[config.mk]
export PLATFORM = sky130hd
export DESIGN_NAME = imem_loader
export DESIGN_NICKNAME = d
export VERILOG_FILES = /design/src/rtl/imem_loader.sv
export SDC_FILE = /design/constraint.sdc
export NUM_CORES = 1
export LEC_CHECK = 0
export CAP_MARGIN = 0
export CORE_UTILIZATION = 60
export DETAILED_ROUTE_END_ITERATION = 8
export PLACE_DENSITY = 0.85
export SYNTH_ARGS = -nofsm -noshare
export SYNTH_HDL_FRONTEND = slang
export SYNTH_SLANG_ARGS = --single-unit
[constraint.sdc]
create_clock -name clk -period 6.7 [get_ports clk]
set_input_delay 1.005 -clock clk [delete_from_list [all_inputs] [get_ports clk]]
set_output_delay 1.005 -clock clk [all_outputs]
set_load 0.01 [all_outputs]
[src/rtl/imem_loader.sv]
// Instruction-memory loader: parses a framed byte stream (MAGIC, LEN, payload, CSUM),
// writes little-endian 32-bit words into instruction memory and holds the core until a frame verifies.
module imem_loader #(
    parameter int          ADDR_WIDTH     = 10,
    parameter int          BASE_WORD      = 0,
    parameter logic [7:0]  MAGIC          = 8'hA5,
    parameter int          TIMEOUT_CYCLES = 1000000
) (
    input  logic                  clk,
    input  logic                  reset,
    input  logic                  in_valid,
    input  logic [7:0]            in_data,
    output logic                  in_ready,
    output logic                  mem_we,
    output logic [ADDR_WIDTH-1:0] mem_addr,
    output logic [31:0]           mem_wdata,
    output logic                  cpu_hold,
    output logic                  load_done,
    output logic                  load_err,
    output logic [15:0]           words_loaded
);

    typedef enum logic [2:0] {
        S_IDLE, S_LEN0, S_LEN1, S_DATA, S_CSUM, S_DONE, S_ERR
    } state_t;

    localparam int                    TW        = $clog2(TIMEOUT_CYCLES + 1);
    localparam logic [TW-1:0]         TMO_LAST  = TW'(TIMEOUT_CYCLES - 1);
    localparam logic [ADDR_WIDTH-1:0] BASE_ADDR = ADDR_WIDTH'(BASE_WORD);
    localparam logic [32:0]           CAPACITY  = 33'd1 << ADDR_WIDTH;

    state_t         state, state_nxt;
    logic           accept;
    logic           is_magic;
    logic [15:0]    len;
    logic [15:0]    len_rx;
    logic [23:0]    word_sr;
    logic [1:0]     byte_idx;
    logic [7:0]     checksum;
    logic [TW-1:0]  tmo_cnt;
    logic           timer_active;
    logic           tmo_expired;
    logic           last_word;

    assign accept       = in_valid && in_ready;
    assign is_magic     = (in_data == MAGIC);
    assign len_rx       = {in_data, len[7:0]};
    assign timer_active = (state == S_LEN0) || (state == S_LEN1) ||
                          (state == S_DATA) || (state == S_CSUM);
    assign tmo_expired  = timer_active && !accept && (tmo_cnt == TMO_LAST);
    assign last_word    = (words_loaded == len - 16'd1);

    // NOTE: sequential state uses non-blocking (<=) so every register samples pre-edge values.
    always_ff @(posedge clk) begin
        if (reset) state <= S_IDLE;
        else       state <= state_nxt;
    end

    // NOTE: the default assignment first keeps every path driven, so no latch is inferred.
    always_comb begin
        state_nxt = state;
        unique case (state)
            S_IDLE, S_ERR: if (accept && is_magic) state_nxt = S_LEN0;
            S_LEN0: if (accept) state_nxt = S_LEN1;
            S_LEN1: begin
                if (accept) begin
                    if ({17'd0, len_rx} > CAPACITY) state_nxt = S_ERR;
                    else if (len_rx == 16'd0)      state_nxt = S_CSUM;
                    else                           state_nxt = S_DATA;
                end
            end
            S_DATA: if (accept && byte_idx == 2'd3 && last_word) state_nxt = S_CSUM;
            S_CSUM: if (accept) state_nxt = (in_data == checksum) ? S_DONE : S_ERR;
            S_DONE: state_nxt = S_IDLE;
            default: state_nxt = S_IDLE;
        endcase
        if (tmo_expired) state_nxt = S_ERR;
    end

    always_comb begin
        in_ready  = (state != S_DONE);
        cpu_hold  = (state != S_IDLE) && (state != S_DONE);
        load_done = (state == S_DONE);
        load_err  = (state == S_ERR);
    end

    // Datapath: word assembly, checksum, write port, inter-byte timer.
    always_ff @(posedge clk) begin
        if (reset) begin
            mem_we       <= 1'b0;
            mem_addr     <= '0;
            mem_wdata    <= '0;
            words_loaded <= '0;
            len          <= '0;
            word_sr      <= '0;
            byte_idx     <= '0;
            checksum     <= '0;
            tmo_cnt      <= '0;
        end else begin
            mem_we  <= 1'b0;
            tmo_cnt <= (!timer_active || accept) ? '0 : tmo_cnt + 1'b1;
            unique case (state)
                S_IDLE, S_ERR: begin
                    if (accept && is_magic) begin
                        words_loaded <= '0;
                        checksum     <= '0;
                        byte_idx     <= '0;
                    end
                end
                S_LEN0: if (accept) len[7:0]  <= in_data;
                S_LEN1: if (accept) len[15:8] <= in_data;
                S_DATA: begin
                    if (accept) begin
                        word_sr  <= {in_data, word_sr[23:8]};
                        checksum <= checksum ^ in_data;
                        byte_idx <= byte_idx + 2'd1;
                        if (byte_idx == 2'd3) begin
                            mem_we       <= 1'b1;
                            mem_addr     <= BASE_ADDR + ADDR_WIDTH'(words_loaded);
                            mem_wdata    <= {in_data, word_sr};
                            words_loaded <= words_loaded + 16'd1;
                        end
                    end
                end
                default: ;
            endcase
        end
    end

endmodule

### After elaboration in Yosys (flattened, before gate mapping)

Index checks and enable logic that the tools add are counted.

| operators by class | value |
|---|---|
| order comparisons | 1 |
| bitwise gates (word level) | 3 |
| $add $sub $neg | 4 |
| mux-type cells | 21 |
| reductions and logical operators | 29 |
| equality and inequality tests | 24 |

Operator list:

| operator | number |
|---|---|
| 16-bit 2-to-1 mux | 3 |
| 16-bit case mux with 2 select lines | 1 |
| 3-bit 2-to-1 mux | 8 |
| 20-bit by 1-bit adder with 20-bit output (second input constant) | 1 |
| 20-bit equality test (second input constant) | 1 |
| 16-bit by 1-bit adder with 16-bit output (second input constant) | 1 |
| 16-bit equality test | 1 |
| 16-bit by 11-bit greater-than comparator with 1-bit output (second input constant) | 1 |
| 16-bit zero test | 1 |
| 8-bit 2-to-1 mux | 2 |
| 8-bit case mux with 2 select lines | 1 |
| 16-bit by 1-bit subtractor with 16-bit output (second input constant) | 1 |
| 3-bit != test (second input constant) | 5 |
| 3-bit case mux with 5 select lines | 1 |
| 2-bit != test (second input constant) | 5 |
| 5-bit AND reduction | 2 |
| 3-bit equality test (second input constant) | 3 |
| 8-bit equality test | 1 |
| 8-bit equality test (second input constant) | 1 |
| 8-bit XOR | 1 |
| 1-bit logical AND | 7 |
| 3-bit by 2-bit equality test with 1-bit output (second input constant) | 2 |
| 2-bit 2-to-1 mux | 3 |
| 2-bit AND reduction | 3 |
| 17 further kinds | 26 |

| storage, ports and cells | value |
|---|---|
| flip-flop bits (word level) | 132 |
| output and inout bits | 63 |
| input bits | 11 |

### Depth between registers and ports, before layout

Gate-level depths: netlist of run 1.

| logic depth | value |
|---|---|
| depth in word-level cells | 8 |
| depth in mapped cells | 10 |
| depth with buffers taken out | 9 |

### Worst setup path after synthesis of run 1

OpenSTA, ideal clock, no wires.

| timing path | value |
|---|---|
| path type | input-to-reg |
| from | in in_data[6] |
| to | reg words_loaded[13] |
| setup time | 0.128 ns |
| arrival time | 2.719 ns |
| setup slack | 3.853 ns |
| stages on the path | 10 |
| data required time | 6.572 ns |
| cell sequence | buf_4 nor4_4 nand2_2 or4_4 a21bo_1 buf_6 buf_8 nor3_2 xnor2_1 nor2_1 |

| on the way | value |
|---|---|
| cells in the longest elaborated chain, start to end | 4 |

Ends and longest elaborated chain:

| what | RTL line | RTL |
|---|---|---|
| start: declaration | 12 | `input logic [7:0] in_data,` |
| 8-bit equality test | 46 | `assign is_magic = (in_data == MAGIC);` |
| 1-bit logical AND | 104 | `if (accept && is_magic) begin` |
| 2-bit != test (no source line) | -- |  |
| 4-bit AND reduction (no source line) | -- |  |
| end signal: assignment | 121 | `words_loaded <= words_loaded + 16'd1;` |
| end: declaration | 20 | `output logic [15:0] words_loaded` |

No other way between the ends.
A chain may end at the register's enable or synchronous reset.

### Worst setup path in the final report of run 1

| timing path | value |
|---|---|
| from | in in_data[4] |
| to | reg checksum[3] |

| on the way | value |
|---|---|
| cells in the longest elaborated chain, start to end | 4 |

Ends and longest elaborated chain:

| what | RTL line | RTL |
|---|---|---|
| 8-bit equality test | 46 |  |
| 1-bit logical AND | 104 |  |
| 2-bit != test (no source line) | -- |  |
| 3-bit AND reduction (no source line) | -- |  |
| end signal: assignment | 115 | `checksum <= checksum ^ in_data;` |
| end: declaration | 39 | `logic [7:0] checksum;` |

No other way between the ends.

==> results of run 1 <==
==> worst paths after layout <==
check | startpoint | endpoint | slack (ps) | cells after the start
setup / recovery | in_data[4] | checksum[3] | 3140 | 8
hold / removal | tmo_cnt[0] | tmo_cnt[0] | 440 | 1
setup reg to reg | len[0] | state[1] | 3730 | 9
hold reg to reg | tmo_cnt[0] | tmo_cnt[0] | 440 | 1
==> per-layer routing <==
layer / global-route usage / vias to the layer above / part of all wire
li1: - / 2683 / -
met1: 0.390 / 2669 / 0.43
met2: 0.469 / 257 / 0.47
met3: 0.0603 / 32 / 0.073
met4: 0.134 / 0 / 0.020
met5: 0 / - / 0
==> through the flow <==
stage                util  instance area, sq um  total power (W)
floorplan               -                  6080          0.00112
global placement    0.687                  6740          0.00118
detailed placement  0.687                  6740          0.00119
CTS                 0.752                  7380          0.00220
global route        0.752                  7380          0.00227
finish              0.752                  7380          0.00220
==> cells in the mapped netlist (all sizes together), types with 3 or more instances <==
library cell / count / area share
nor3: 19 / 0.019
inv: 10 / 0.0062
a21o: 3 / 0.0037
nor4: 8 / 0.013
nand3: 14 / 0.012
nand4b: 3 / 0.0043
xor2: 28 / 0.040
a21oi: 102 / 0.084
nand4: 10 / 0.010
xnor2: 29 / 0.042
nand2: 187 / 0.12
and3: 9 / 0.0095
ha: 5 / 0.010
nand2b: 3 / 0.0031
nor2: 72 / 0.044
clkbuf: 39 / 0.024
and4: 3 / 0.0043
mux2i: 5 / 0.0082
nand3b: 3 / 0.0037
nor4b: 6 / 0.0086
o21ai: 15 / 0.012
nor2b: 6 / 0.0062
buf: 16 / 0.017
dfxtp: 132 / 0.43
or3: 4 / 0.0041
and2: 9 / 0.0093
==> flip-flops by register name (all words and copies together) (netlist names) <==
register	flops
mem_wdata	32
word_sr	24
tmo_cnt	20
len	16
words_loaded	16
mem_addr	10
checksum	8
state	3
byte_idx	2
mem_we	1
==> cell usage in the layout (no fill, tap or decap), drive strengths merged, types with 4 or more instances in the layout <==
master	netlist	final
inv	10	15
bufinv	0	5
xor2	28	28
clkdlybuf4s50	0	72
and3	9	9
nand2	187	187
buf	16	4
xnor2	29	29
nand4	10	10
ha	5	5
nor2b	6	6
or3	4	4
a21oi	102	102
mux2i	5	5
clkbuf	39	19
dfxtp	132	132
nor4	8	8
nor3	19	19
nor2	72	72
o21ai	15	15
nor4b	6	6
nand3	14	14
and2	9	9
==> layout make-up <==
cell class,instances,area share
flip-flops and latches,132,0.358
clock buffers,19,0.0571
inverters,10,0.00508
clock inverters,13,0.0298
repair buffers,76,0.101
multi-input cells,578,0.426
well taps,133,0.0225
==> power by group through the flow <==
stage	combinational, W	sequential [W]	clock, W
2_1_floorplan	0.000280	0.000837	0
3_3_place_gp	0.000318	0.000859	0
3_5_place_dp	0.000327	0.000861	0
4_1_cts	0.000331	0.000844	0.00102
5_1_grt	0.000366	0.000849	0.00106
6_report	0.000338	0.000847	0.00101
==> cell families (layout without fill, tap and decap cells) <==
logic type               after synthesis  count (layout)  synth area share
multiplexers                           6               6            0.0101
AND/OR/NAND/NOR                      366             366             0.281
XOR/XNOR                              57              57            0.0821
adder cells (fa/ha/maj)                6               6            0.0119
flip-flops                           132             132             0.435
buffers and inverters                 65             118            0.0477
AO/OA/AOI/OAI                        143             143             0.132
==> critical path, cell delays in order <==
cell and delay (ps):
clkdlybuf4s50_1 610, nor4_4 390, nand2_2 100, or4_4 430, a21boi_0 810, o21ai_0 280, a21oi_1 260, nor2_1 50
==> metrics.md, run 1 <==
| Metric | Value |
|---|---|
| Final setup vio count | `0` |
| Sw frac | `0.274` |
| Setup WS pre-CTS | `2720 ps` |
| Sequential power share | `0.385` |
| Largest net degree at the start of global routing | `100` |
| Slew margin rel. | `0.303` |
| Routed vias | `5641` |
| Synthesis-to-finish area growth | `21.4%` |
| Measured slew at the worst slew-check pin | `1040 ps` |
| Total grt overflow | `0` |
| Register area share after synthesis | `0.435` |
| Htree depth | `4` |
| CTS Sinks | `132` |
| Worst path arrival time | `3940 ps` |
| Fillcell total | `749` |
| Post-synth net total | `791` |
| Core area | `9820 sq um` |
| Port buffer count | `73` |
| # diodes | `0` |
| Register Area | `2640 sq um` |
| Initial Util | `0.619` |
| Initial antenna violation count | `0` |
| Vias in the first global route | `5020` |
| Clock-pin slew on the worst setup and hold paths | `60 ps` |
| Number of synthesized flops with an enable pin | `0` |
| First-pass GRT wire length | `24100 microns` |
| Rows | `36` |
| WHS | `436 ps` |
| PD cells | `298 nW/um^2` |
| Setup TNS | `0 ps` |
| Switch Pwr | `0.000603 W` |
| Unique masters post-synth | `63` |
| # Post-CTS Setup Buffers | `0` |
| #FFs+latches synth | `132` |
| Slew Viols, Final | `0` |
| Area of the multi-input gates | `3150 sq um` |
| Routability cong. | `0.916` |
| Finished Layout Cells | `961` |
| Placed cell count | `929` |
| Synthesized cell area | `6080 sq um` |
| Required time worst endpoint | `7080 ps` |
| Die height | `103 microns` |
| FMAX | `281 MHz` |
| Clock skew | `6.92 ps` |
| I/O pins | `74` |
| Crit Path Max Fanout | `11` |
| Combinational power share | `0.154` |
| Routed length per instance | `15.7 microns` |
| Min Tclk post-route | `3560 ps` |
| Final Cycle Share | `0.531` |
| DRC Markers | `0` |
| Gr usage total | `0.296` |
| Die Width | `103 microns` |
| Setup crit start kind | `input port` |
| Number of gates resized after CTS | `0` |
| Clk Latency, worst-skew pair | `530 ps` |
| Max-cap violations | `0` |
| Peak VDD IR | `0.187 mV` |
| # hold bufs at CTS | `0` |
| CP Capture Type | `flip-flop` |
| Clock group share of total power | `0.461` |
| Share of cells above drive strength 1 | `0.0604` |
| Nets | `831` |
| Main synth FF type | `dfxtp_1` |
| Ys async rst share | `0` |
| Remaining antenna violation count | `0` |
| CTS tree | `done` |
| Vias per Instance | `5.87` |
| Post-Route WL | `15100 microns` |
| CTS Buf Count | `17` |
| Syn avg cell area | `7.85 sq um` |
| Initial DRC Count | `376` |
| Synth Instances | `775` |
| Status | `finished, final reports clean` |
| CTS root buffer | `clkbuf_8` |
| Ys Warns | `0` |
| Initial DRT Pass Iterations | `5` |
| Setup ws final | `3140 ps` |
| Leak | `2.50 nW` |
| Final hold vios | `0` |
| Dpl hpwl | `10100 microns` |
| HP Class | `flip-flop to flip-flop` |
| Crit path kind | `input port to flip-flop` |
| CTS max path bufs | `2` |
| Cell internal pwr | `0.00160 W` |
| RSZ-0062 raised after global routing | `false` |
| Die area | `10500 sq um` |
Note: power is estimated with default switching activity, not from simulation.
==> inputs of run 2 (changes only) <==
--- a/config.mk
+++ b/config.mk
@@ -6,9 +6,9 @@
 export NUM_CORES = 1
 export LEC_CHECK = 0
 export CAP_MARGIN = 0
-export CORE_UTILIZATION = 60
+export CORE_UTILIZATION = 56
 export DETAILED_ROUTE_END_ITERATION = 8
-export PLACE_DENSITY = 0.85
+export PLACE_DENSITY = 0.8
 export SYNTH_ARGS = -nofsm -noshare
 export SYNTH_HDL_FRONTEND = slang
 export SYNTH_SLANG_ARGS = --single-unit
==> constraint.sdc (replaced) <==
create_clock -name clk -period 3.6 [get_ports clk]
set_input_delay 0.54 -clock clk [delete_from_list [all_inputs] [get_ports clk]]
set_output_delay 0.54 -clock clk [all_outputs]
set_load 0.01 [all_outputs]
==> run 2 against run 1 <==
Against the previous run: non-clock buffer count is 10 higher; critical path depth is 1 higher; global-route usage is 1.9 points lower; clock power is 73% higher; total power is 80% higher; worst setup slack worse by 2400 ps; critical path type is now flip-flop to flip-flop; highest routed layer unchanged.
==> metrics.md, run 2 (same netlist as run 1, synthesis figures left out) <==
| Metric | Value |
|---|---|
| Largest net degree at the start of global routing | `43 (-57%)` |
| Worst R2R End | `state[1]` |
| Initial DRC Count | `306 (-19%)` |
| Nets | `841 (+1.2%)` |
| # hold bufs at CTS | `0 (unchanged)` |
| WHS Path Cells | `1 (unchanged)` |
| Htree depth | `4 (unchanged)` |
| I/O pins | `74 (unchanged)` |
| Initial Util | `0.584 (-0.0355)` |
| Slew margin rel. | `0.413 (+0.110)` |
| First-pass GRT wire length | `24900 microns (+3.2%)` |
| CP Capture Type | `flip-flop` |
| Post-Route WL | `15000 microns (-0.21%)` |
| Clock skew | `8.89 ps (+1.97 ps)` |
| Synthesis-to-finish area growth | `22.1%` |
| Final Cycle Share | `0.796` |
| R2R cell count | `9 (unchanged)` |
| Number of gates resized after CTS | `0 (unchanged)` |
| Crit Path Max Fanout | `7 (-4)` |
| Setup crit start kind | `flip-flop` |
| Die area | `11300 sq um (+7.0%)` |
| Hold_sp | `tmo_cnt[0]` |
| Status | `finished, final reports clean` |
| Required time worst endpoint | `3960 ps (-3120 ps)` |
| Share of cells above drive strength 1 | `0.0740 (+0.0136)` |
| Port buffer count | `73 (unchanged)` |
| Leak | `2.53 nW (+1.2%)` |
| Commonest non-fill, non-tap cell in the layout | `nand2_1` |
| Die Width | `106 microns (+3.4%)` |
| CTS root buffer | `clkbuf_8` |
| Rows | `37 (+2.8%)` |
| Die height | `106 microns (+3.4%)` |
| Vias per Instance | `5.72 (-2.5%)` |
| Slew Viols, Final | `0 (unchanged)` |
| Dpl hpwl | `10300 microns (+1.9%)` |
| Core area | `10400 sq um (+6.1%)` |
| Largest Register | `mem_wdata` |
| Routability cong. | `0.870 (-5.1%)` |
| CTS max path bufs | `2 (unchanged)` |
| Clk Latency, worst-skew pair | `520 ps (about the same)` |
| Remaining antenna violation count | `0 (unchanged)` |
| Clock-pin slew on the worst setup and hold paths | `70 ps (about the same)` |
| Measured slew at the worst slew-check pin | `878 ps (-158 ps)` |
| Crit path kind | `flip-flop to flip-flop` |
| Routed length per instance | `15.4 microns (-1.5%)` |
| Final hold vios | `0 (unchanged)` |
| Initial antenna violation count | `0 (unchanged)` |
| Max-cap violations | `0 (unchanged)` |
| CTS Sinks | `132 (unchanged)` |
| CTS Buf Count | `17 (unchanged)` |
| Routed vias | `5573 (-1.2%)` |
| Flop2flop setup slack | `730 ps (-3000 ps)` |
| # Post-CTS Setup Buffers | `0 (unchanged)` |
| HP Class | `flip-flop to flip-flop` |
| Worst R2R Start | `len[0]` |
| Commonest non-fill, non-tap cells in the layout | `186 x nand2_1, 132 x dfxtp_1, 102 x a21oi_1, 72 x nor2_1, 72 x clkdlybuf4s50_1` |
| Gr usage total | `0.277 (-0.0191)` |
| Worst path arrival time | `3230 ps (-710 ps)` |
| PD cells | `533 nW/um^2 (+79%)` |
| RSZ-0062 raised after global routing | `false` |
| Min Tclk post-route | `2870 ps` |
| Fin area | `7430 sq um (+0.56%)` |
| Total grt overflow | `0 (unchanged)` |
| Regs by FF count | `mem_wdata (32), word_sr (24), tmo_cnt (20)` |
| Setup TNS | `0 ps (unchanged)` |
| Area post-placement | `6820 sq um (+1.2%)` |
| CTS tree | `done` |
| Initial DRT Pass Iterations | `6 (+1)` |
| Final setup vio count | `0 (unchanged)` |
| Vias in the first global route | `5249 (+4.6%)` |
| Peak VDD IR | `0.324 mV (+73%)` |
| Largest register FFs | `32 (unchanged)` |
| DRC Markers | `0 (unchanged)` |
| # diodes | `0 (unchanged)` |
| FMAX | `349 MHz` |
| Hold endpoint | `tmo_cnt[0]` |
-- run 2: changes by cell type in the layout (fill, tap and decap cells not counted) --
cell / delta
buf_4: +10
clkinv_4: -1
clkinv_8: +2
inv_6: +2
bufinv_16: -3
clkbuf_1: -2
clkinvlp_4: +1
inv_8: +1
-- run 2: layout make-up --
class,instances,area (sq um)
clock inverter,15,190
sequential,132,2640
tap,136,170
inverter,10,37.5
timing repair buffer,86,823
clock buffer,17,414
fill,823,2990
multi-input combinational,578,3150
-- run 2: worst max-delay path, stage by stage (launching register included) --
cell and delay (ps):
dfxtp_1 350, inv_1 100, ha_1 310, nor4b_1 560, and2_1 240, a21oi_1 80
a2111oi_2 420, nand2_1 110, o31ai_1 400, a221oi_1 160
-- run 2: power by group --
part           switching, W  total (W)  internal, W
sequential        0.0000758    0.00157      0.00150
combinational      0.000363   0.000632     0.000269
clock              0.000730    0.00175      0.00102
-- run 2: how the worst max path moves through the flow --
stage                           from               end  depth (start not counted)
final                         len[0]          state[1]                          9
after CTS                     len[0]          state[1]                          9
after global placement    in_data[6]  words_loaded[15]                          8
after floorplan           in_data[6]  words_loaded[13]                         10
after detailed placement  in_data[6]  words_loaded[15]                          8
after global routing          len[0]          state[1]                          9
-- run 2: layer usage --
| metal | vias up | global-route usage | wire length [microns] |
|---|---|---|---|
| met5 | - | 0 | 0 |
| met4 | 0 | 0.0962 | 176 |
| met3 | 22 | 0.0589 | 1060 |
| met2 | 208 | 0.465 | 7410 |
| met1 | 2642 | 0.352 | 6390 |
| li1 | 2701 | - | - |
-- run 2: per-stage QoR --
stage / total power, W / worst slack, ps / instances / hold slack (ps) / utilization
after global placement: 0.00219 / 523 / 942 / 424 / 0.655
final: 0.00395 / 733 / 974 / 445 / 0.713
after global routing: 0.00410 / 490 / 974 / 460 / 0.713
after floorplan: 0.00208 / 1220 / 775 / 413 / -
after CTS: 0.00395 / 755 / 974 / 447 / 0.713
after detailed placement: 0.00222 / 450 / 942 / 433 / 0.655
==> inputs of run 3 (changes only) <==
==> constraint.sdc (replaced) <==
create_clock -name clk -period 2.8 [get_ports clk]
set_input_delay 0.42 -clock clk [delete_from_list [all_inputs] [get_ports clk]]
set_output_delay 0.42 -clock clk [all_outputs]
set_load 0.01 [all_outputs]
==> run 3 against run 2 <==
Against the previous run: core utilization grew 1.1 points; maximum frequency grew 6.8%; sequential share of layout area shrank 0.55 points; global-route usage grew 0.35 points; combinational power grew 42%; flip-flop and latch count is the same; critical path depth grew 1; sequential power grew 27%; total power grew 29%; worst setup slack lost 620 ps; register-to-register slack lost 620 ps; cell count grew 1.4%; critical endpoint unchanged; largest power group unchanged.
==> metrics.md, run 3 (same netlist as run 1, synthesis figures left out) <==
| Metric | Value |
|---|---|
| Core area | `10400 sq um (unchanged)` |
| Regs by FF count | `mem_wdata (32), word_sr (24), tmo_cnt (20)` |
| Final setup vio count | `0 (unchanged)` |
| Initial DRT Pass Iterations | `5 (-1)` |
| Port buffer count | `73 (unchanged)` |
| RSZ-0062 raised after global routing | `false` |
| # diodes | `0 (unchanged)` |
| Critical path's slowest cell | `or4b_1` |
| Largest net degree at the start of global routing | `64 (+49%)` |
| Fin area | `7540 sq um (+1.6%)` |
| Clock-pin slew on the worst setup and hold paths | `60 ps (about the same)` |
| Worst path arrival time | `3070 ps (-160 ps)` |
| Status | `finished, final reports clean` |
| # hold bufs at CTS | `0 (unchanged)` |
| First-pass GRT wire length | `25000 microns (+0.31%)` |
| Rows | `37 (unchanged)` |
| Remaining antenna violation count | `0 (unchanged)` |
| Synthesis-to-finish area growth | `24.0%` |
| Buf/Inv on CP | `2 (+1)` |
| CP Capture Type | `flip-flop` |
| Crit Path Max Fanout | `5 (-2)` |
| Clock skew | `12.6 ps (+3.72 ps)` |
| Slew margin rel. | `0.644 (+0.231)` |
| Largest register FFs | `32 (unchanged)` |
| CTS tree | `done` |
| Max-cap violations | `0 (unchanged)` |
| CTS root buffer | `clkbuf_8` |
| Required time worst endpoint | `3190 ps (-770 ps)` |
| Setup crit start kind | `flip-flop` |
| Initial DRC Count | `405 (+32%)` |
| Largest Register | `mem_wdata` |
| Final Cycle Share | `0.959 (+0.162)` |
| Finished Layout Cells | `988 (+1.4%)` |
| Htree depth | `4 (unchanged)` |
| Slew Viols, Final | `0 (unchanged)` |
| DRC Markers | `0 (unchanged)` |
| Dpl hpwl | `10800 microns (+4.3%)` |
| Peak VDD IR | `0.465 mV (+44%)` |
| Gr usage total | `0.281 (+0.00345)` |
| Crit path kind | `flip-flop to flip-flop` |
| CP Cell Sequence | `inv_1 > ha_1 > or4b_1 > o21ai_0 > o31ai_1 > a2111oi_2 > nand2_1 > o31ai_2 > buf_4 > a221oi_1` |
| Commonest non-fill, non-tap cell in the layout | `nand2_1` |
| Initial Util | `0.584 (unchanged)` |
| Final hold vios | `0 (unchanged)` |
| Die area | `11300 sq um (unchanged)` |
| I/O pins | `74 (unchanged)` |
| Fillcell total | `780 (-5.2%)` |
| Min Tclk post-route | `2680 ps (-183 ps)` |
| FMAX | `373 MHz (+6.8%)` |
| Setup TNS | `0 ps (unchanged)` |
| Fin util | `0.724 (+0.0112)` |
| Area post-placement | `6950 sq um (+1.9%)` |
| Leak | `2.60 nW (+2.8%)` |
| Initial antenna violation count | `0 (unchanged)` |
| Nets | `855 (+1.7%)` |
| Vias per Instance | `5.65 (-1.3%)` |
| PD cells | `675 nW/um^2 (+27%)` |
| Slowest cell delay on critical path | `510 ps (-50 ps)` |
| Total grt overflow | `0 (unchanged)` |
| Clk Latency, worst-skew pair | `540 ps (+20 ps)` |
| Measured slew at the worst slew-check pin | `532 ps (-346 ps)` |
| Crit path max-delay family | `compound AO/OA/AOI/OAI gates` |
| Die height | `106 microns (unchanged)` |
| Routed vias | `5582 (+0.16%)` |
| Share of cells above drive strength 1 | `0.0892 (+0.0152)` |
| Placed cell count | `956 (+1.5%)` |
| CTS Sinks | `132 (unchanged)` |
| Die Width | `106 microns (unchanged)` |
| Commonest non-fill, non-tap cells in the layout | `186 x nand2_1, 132 x dfxtp_1, 102 x a21oi_1, 72 x nor2_1, 72 x clkdlybuf4s50_1` |
| Post-Route WL | `15200 microns (+1.5%)` |
| Routability cong. | `0.917 (+5.4%)` |
| HP Class | `input port to flip-flop` |
| # Post-CTS Setup Buffers | `0 (unchanged)` |
| CTS Buf Count | `17 (unchanged)` |
| Vias in the first global route | `5153 (-1.8%)` |
| CTS max path bufs | `2 (unchanged)` |
| Routed length per instance | `15.4 microns (about the same)` |
run 3: cell types whose count changed in the layout (fill, tap and decap cells not counted), sizes merged:
cell      delta
buf         +14
clkinvlp     -2
clkbuf       +1
clkinv       +3
inv          -2
run 3: path summary, 6_finish.rpt:
kind	start	endpoint	slack, ps	depth (start not counted)
max	len[1]	state[1]	120	10
min	reset	state[0]	420	3
max reg2reg	len[1]	state[1]	120	10
min reg2reg	tmo_cnt[0]	tmo_cnt[0]	440	1
run 3: where the power goes:
part | leakage, nW | internal (W) | switching [W]
clock network | 0.286 | 0.00130 | 0.000895
logic | 1.25 | 0.000395 | 0.000501
registers | 1.06 | 0.00193 | 0.0000785
run 3: per-stage QoR:
step	hold WS [ps]	power (W)	setup WS [ps]
floorplan	413	0.00267	453
global placement	424	0.00289	20.0
detailed placement	433	0.00292	-62.0
CTS	399	0.00510	110
global route	421	0.00528	26.4
finish	423	0.00509	116
run 3: worst min-delay path, stage by stage:
cell,delay [ps]
buf_2,170
nor2b_1,170
a31o_2,160
run 3: layout make-up:
class                           count  area (sq um)  share of cell area
Multi-Input combinational cell    578          3150               0.418
Sequential cell                   132          2640               0.350
Timing Repair Buffer              100           953               0.126
Clock buffer                       18           418              0.0554
Tap cell                          136           170              0.0226
Clock inverter                     14           168              0.0222
Inverter                           10          37.5             0.00498
run 3: metal layers:
layer  global-route usage  routed length (microns)  share of wire  up-vias
met2                0.438                     7160           0.47      199
met4                0.117                      314          0.021        0
met1                0.369                     6670           0.44     2617
li1                     -                        -              -     2736
met3               0.0693                     1110          0.073       30
met5                    0                        0              0        -
run 3: what timing repair did:
item,in CTS,in global routing
hold endpoints to repair,0,0
gates resized for setup,0,1
setup endpoints to repair,0,2
